===== src/rtl/interrupt_request_controller.sv =====
// interrupt_request_controller: fixed-priority IRQ collector driving a bounded interrupt pulse.
// Define IRQ_LEVEL_MODE_EN for level-sensitive sources (no latching, no software clear).
module interrupt_request_controller #(
    parameter int NUM_IRQ        = 4,
    parameter int PULSE_CYCLES   = 2,
    parameter int HOLDOFF_CYCLES = 8,
    localparam int ID_W          = $clog2(NUM_IRQ)
) (
    input  logic               clk_i,
    input  logic               rst_ni,
    input  logic [NUM_IRQ-1:0] irq_in_i,
    input  logic [NUM_IRQ-1:0] irq_mask_i,
    input  logic [NUM_IRQ-1:0] irq_clear_i,
    output logic               interrupt_o,
    output logic [ID_W-1:0]    irq_id_o,
    output logic [NUM_IRQ-1:0] pending_o
);
    localparam int CNT_MAX = (PULSE_CYCLES > HOLDOFF_CYCLES) ? PULSE_CYCLES : HOLDOFF_CYCLES;
    localparam int CNT_W   = (CNT_MAX > 1) ? $clog2(CNT_MAX) : 1;
    localparam logic [1:0] IDLE    = 2'd0;
    localparam logic [1:0] ASSERT  = 2'd1;
    localparam logic [1:0] HOLDOFF = 2'd2;

    logic [NUM_IRQ-1:0] sync1_q, sync2_q, pending, eligible, dispatch_clr;
    logic [1:0]         state_q, state_d;
    logic [CNT_W-1:0]   cnt_q, cnt_d;
    logic [ID_W-1:0]    id_q, id_d, winner;
    logic               int_q, int_d;

    always_ff @(posedge clk_i or negedge rst_ni) begin
        if (!rst_ni) begin
            sync1_q <= '0;
            sync2_q <= '0;
        end else begin
            sync1_q <= irq_in_i;
            sync2_q <= sync1_q;
        end
    end

`ifdef IRQ_LEVEL_MODE_EN
    logic unused_level;
    assign unused_level = ^{irq_clear_i, dispatch_clr};
    assign pending      = sync2_q;
`else
    logic [NUM_IRQ-1:0] prev_q, pending_q, pending_d;
    // Set wins over any clear so a request arriving with a clear is never lost.
    assign pending_d = (sync2_q & ~prev_q) | (pending_q & ~irq_clear_i & ~dispatch_clr);
    assign pending   = pending_q;
    always_ff @(posedge clk_i or negedge rst_ni) begin
        if (!rst_ni) begin
            prev_q    <= '0;
            pending_q <= '0;
        end else begin
            prev_q    <= sync2_q;
            pending_q <= pending_d;
        end
    end
`endif

    assign eligible = pending & irq_mask_i;

    always_comb begin
        winner = '0;
        for (int i = NUM_IRQ - 1; i >= 0; i--)
            if (eligible[i]) winner = ID_W'(i);
    end

    assign dispatch_clr = (state_q == IDLE && |eligible) ?
                          ({{(NUM_IRQ-1){1'b0}}, 1'b1} << winner) : '0;

    always_comb begin
        state_d = state_q;
        cnt_d   = cnt_q;
        id_d    = id_q;
        case (state_q)
            IDLE: if (|eligible) begin
                state_d = ASSERT;
                id_d    = winner;
                cnt_d   = CNT_W'(PULSE_CYCLES - 1);
            end
            ASSERT: if (cnt_q == '0) begin
                state_d = HOLDOFF;
                cnt_d   = CNT_W'(HOLDOFF_CYCLES - 1);
            end else cnt_d = cnt_q - CNT_W'(1);
            HOLDOFF: if (cnt_q == '0) state_d = IDLE;
                     else cnt_d = cnt_q - CNT_W'(1);
            default: state_d = IDLE;
        endcase
    end

    assign int_d = (state_d == ASSERT);

    always_ff @(posedge clk_i or negedge rst_ni) begin
        if (!rst_ni) begin
            state_q <= IDLE;
            cnt_q   <= '0;
            id_q    <= '0;
            int_q   <= 1'b0;
        end else begin
            state_q <= state_d;
            cnt_q   <= cnt_d;
            id_q    <= id_d;
            int_q   <= int_d;
        end
    end

    assign interrupt_o = int_q;
    assign irq_id_o    = id_q;
    assign pending_o   = pending;
endmodule

===== config.mk =====
export PLATFORM = sky130hd
export DESIGN_NAME = interrupt_request_controller
export DESIGN_NICKNAME = d
export VERILOG_FILES = /design/src/rtl/interrupt_request_controller.sv
export SDC_FILE = /design/constraint.sdc
export NUM_CORES = 1
export LEC_CHECK = 0
export ABC_AREA = 0
export BUFFER_PORTS_ARGS = -buffer_cell sky130_fd_sc_hd__buf_2
export CAP_MARGIN = 5
export CORE_UTILIZATION = 52
export DETAILED_ROUTE_END_ITERATION = 6
export GPL_ROUTABILITY_DRIVEN = 0
export PLACE_DENSITY = 0.86
export RECOVER_POWER = 25
export SYNTH_ARGS = -nofsm -noshare
export SYNTH_HDL_FRONTEND = slang
export SYNTH_SLANG_ARGS = --single-unit

===== constraint.sdc =====
create_clock -name clk_i -period 1.96 [get_ports clk_i]
set_clock_uncertainty 0.05 [all_clocks]
set_input_delay 0.196 -clock clk_i [delete_from_list [all_inputs] [get_ports clk_i]]
set_output_delay 0.196 -clock clk_i [all_outputs]
set_load 0.02 [all_outputs]

==> reports/qor.yml <==
synth.net_count: 111
met2_length_um: 992
final_hold_viol_count: 0
design_area_um2: 1290
wl_met3_um: 48
slew_headroom: 0.181
vias: 769
die-area_um2: 2200
setup_viol: 0
fp-row-count: 15
core_area_um2: 1800
routed_wl_um: 1870
antenna_found_initial: 0
cts.sinks: 24
die_h_um: 46.9
crit-reg2reg-launch: "state_q[0]$_DFF_PN0_"
grt_overflow: 0
area_growth_pct: 22.6
finalCritPeriodShare: 0.947
grt_pass1_vias: 754
vias_per_cell: 5.23
irDropWorstVdd_mv: 0.629
hp-start: "irq_clear_i[2]"
met1_length_um: 831
max_stage_delay_ns: 0.40
clk_pin_slew_worst_paths_ns: 0.13
syn_inst: 91
slowest_stage: "dfrtp_1"
reg2reg_slack_ns: 0.10
grt_max_degree: 25
hp-class: "input pin to register"
finish.net_count: 143
ios: 21
dieWidth_um: 46.9
drt-initial-drc-count: 13
n_antenna_cell: 0
startpoint_type: "register"
cts_tree: "built"
p_leak_nw: 0.630
fmax_mhz: 539
max-clock-path-buffers: 2
arrival_ns: 1.99
drv_slew: 0
critPathKind: "register to register"
worst_pin_slew_ns: 1.23
layout_common_cells: "24 x dfrtp_1, 19 x buf_2, 10 x inv_1, 7 x a21oi_1, 7 x nand2_1"
rsz0062_at_grt: "no"
routedWlPerCell_um: 12.7
powerDensity_nw_per_um2: 1200
dp_hpwl_um: 1400
dpl_cell_area_um2: 1180
holdPathEnd: "pending_o[2]$_DFF_PN0_"
r2r_cells: 6
drc_errors: 0
critPathMaxFanout: 5
drive_gt1_frac: 0.230
synthesis.area_um2: 1050
crit_start: "state_q[0]$_DFF_PN0_"
io_buffers: 20
yosysUniqueCellTypes: 28
ys_seq_area_frac: 0.572
min_period_ns: 1.86
outcome: "finished clean"
track_usage: 0.196
cts_root_buffer: "clkbuf_4"
maxCapViolations: 0
grt_pass1_wl_um: 2960
path_cells: "inv_1 > ha_1 > and3b_1 > a311oi_4 > mux2i_1 > a311o_1"
htree_num_levels: 1
ant_nets: 0
yosys_warnings: 0
worstSkewPairLatency_ns: 0.30
tns_ns: 0
final_common_cell: "dfrtp_1"
postSynthAreaPerCell_um2: 11.5
dr.pass1.iters: 4
rr_endpoint: "cnt_q[0]$_DFFE_PN0P_"
highest-signal-layer: "met3"
ys_ff_latch: 24
numCtsBuffers: 3
holdPathStages: 3
cp.required_ns: 2.10
start_util: 0.583
crit_path_end_kind: "register"
## metal layers
layer | up-vias | global-route usage
li1 | 381 | -
met1 | 372 | 0.214
met2 | 16 | 0.375
met3 | 0 | 0.0346
met4 | 0 | 0.0686
met5 | - | 0
## logic make-up after synthesis
kind of cell             Yosys count  synth area share
adder cells (fa/ha/maj)            6            0.0715
AND/OR/NAND/NOR                   23             0.120
multiplexers                       3            0.0310
AO/OA/AOI/OAI                     24             0.166
flip-flops                        24             0.572
buffers and inverters             11            0.0393
## worst max path at each step
stage	to	cells after the start
2_1_floorplan	cnt_q[0]$_DFFE_PN0P_	6
3_3_place_gp	cnt_q[0]$_DFFE_PN0P_	6
3_5_place_dp	cnt_q[0]$_DFFE_PN0P_	6
4_1_cts	cnt_q[0]$_DFFE_PN0P_	6
5_1_grt	cnt_q[0]$_DFFE_PN0P_	6
6_report	cnt_q[0]$_DFFE_PN0P_	6
## what timing repair did
item                       in CTS  in global routing
hold buffers                    5                  1
gates resized for setup         0                  0
setup buffers                   0                  1
hold endpoints to repair       28                  1
setup endpoints to repair       0                  1
## area by class of cell
| class | count | area, um2 |
|---|---|---|
| multi-input combinational | 56 | 408 |
| clock buffer | 4 | 36.3 |
| tap | 25 | 31.3 |
| inverter | 10 | 37.5 |
| sequential | 24 | 601 |
| fill | 134 | 514 |
| timing repair buffer | 28 | 174 |
## critical path: cells and delay by family (launching register included)
kind | cells | cell delay, ns
AOI/OAI and AO/OA | 2 | 0.61
DFF | 1 | 0.40
adders and majority gates | 1 | 0.25
and+or+nand+nor | 1 | 0.21
muxes | 1 | 0.15
buffers and inverters | 1 | 0.07
## synth_stat cells
master / number / share of area
mux2_2: 2 / 0.021
a211oi_1: 1 / 0.0072
o21a_1: 1 / 0.0072
a221oi_1: 1 / 0.0083
and2b_1: 1 / 0.0072
nor3b_1: 1 / 0.0072
ha_1: 6 / 0.072
o32ai_1: 1 / 0.0083
and3_1: 1 / 0.0060
a22oi_1: 2 / 0.014
a22o_1: 2 / 0.017
a311o_1: 1 / 0.0095
inv_1: 10 / 0.036
dfrtp_1: 24 / 0.57
and2_1: 1 / 0.0060
a311oi_4: 1 / 0.025
mux2i_1: 1 / 0.0095
nand3_1: 3 / 0.014
and3b_1: 1 / 0.0083
nand3b_1: 3 / 0.021
nor2_1: 2 / 0.0072
o21ai_0: 6 / 0.029
nand2b_1: 2 / 0.012
nand2_1: 7 / 0.025
nand4_1: 1 / 0.0060
clkbuf_1: 1 / 0.0036
o211ai_1: 1 / 0.0072
a21oi_1: 7 / 0.033
## power by group
group          total (W)  leakage [nW]  internal, W  switching, W
Combinational   0.000651         0.320     0.000283      0.000368
Clock           0.000249        0.0210     0.000113      0.000135
Sequential      0.000639         0.289     0.000585     0.0000540
Total            0.00154         0.630     0.000981      0.000557
## flip-flops by register name, indices dropped and copies added, names as in the netlist
name / count
pending_o: 4
prev_q: 4
sync1_q: 4
sync2_q: 4
cnt_q: 3
irq_id_o: 2
state_q: 2
interrupt_o: 1
## stage by stage
step / power (W) / cells / setup WS, ns / utilization / hold WS [ns]
floorplan: 0.00108 / 91 / 0.235 / - / -0.150
global placement: 0.00123 / 136 / 0.174 / 0.658 / 0.141
detailed placement: 0.00127 / 136 / 0.0799 / 0.658 / 0.142
CTS: 0.00153 / 145 / 0.0418 / 0.706 / 0.0116
global route: 0.00165 / 147 / 0.0128 / 0.715 / 0.0827
finish: 0.00154 / 147 / 0.103 / 0.715 / 0.0900
No activity file was read; power rests on OpenSTA's default activity.
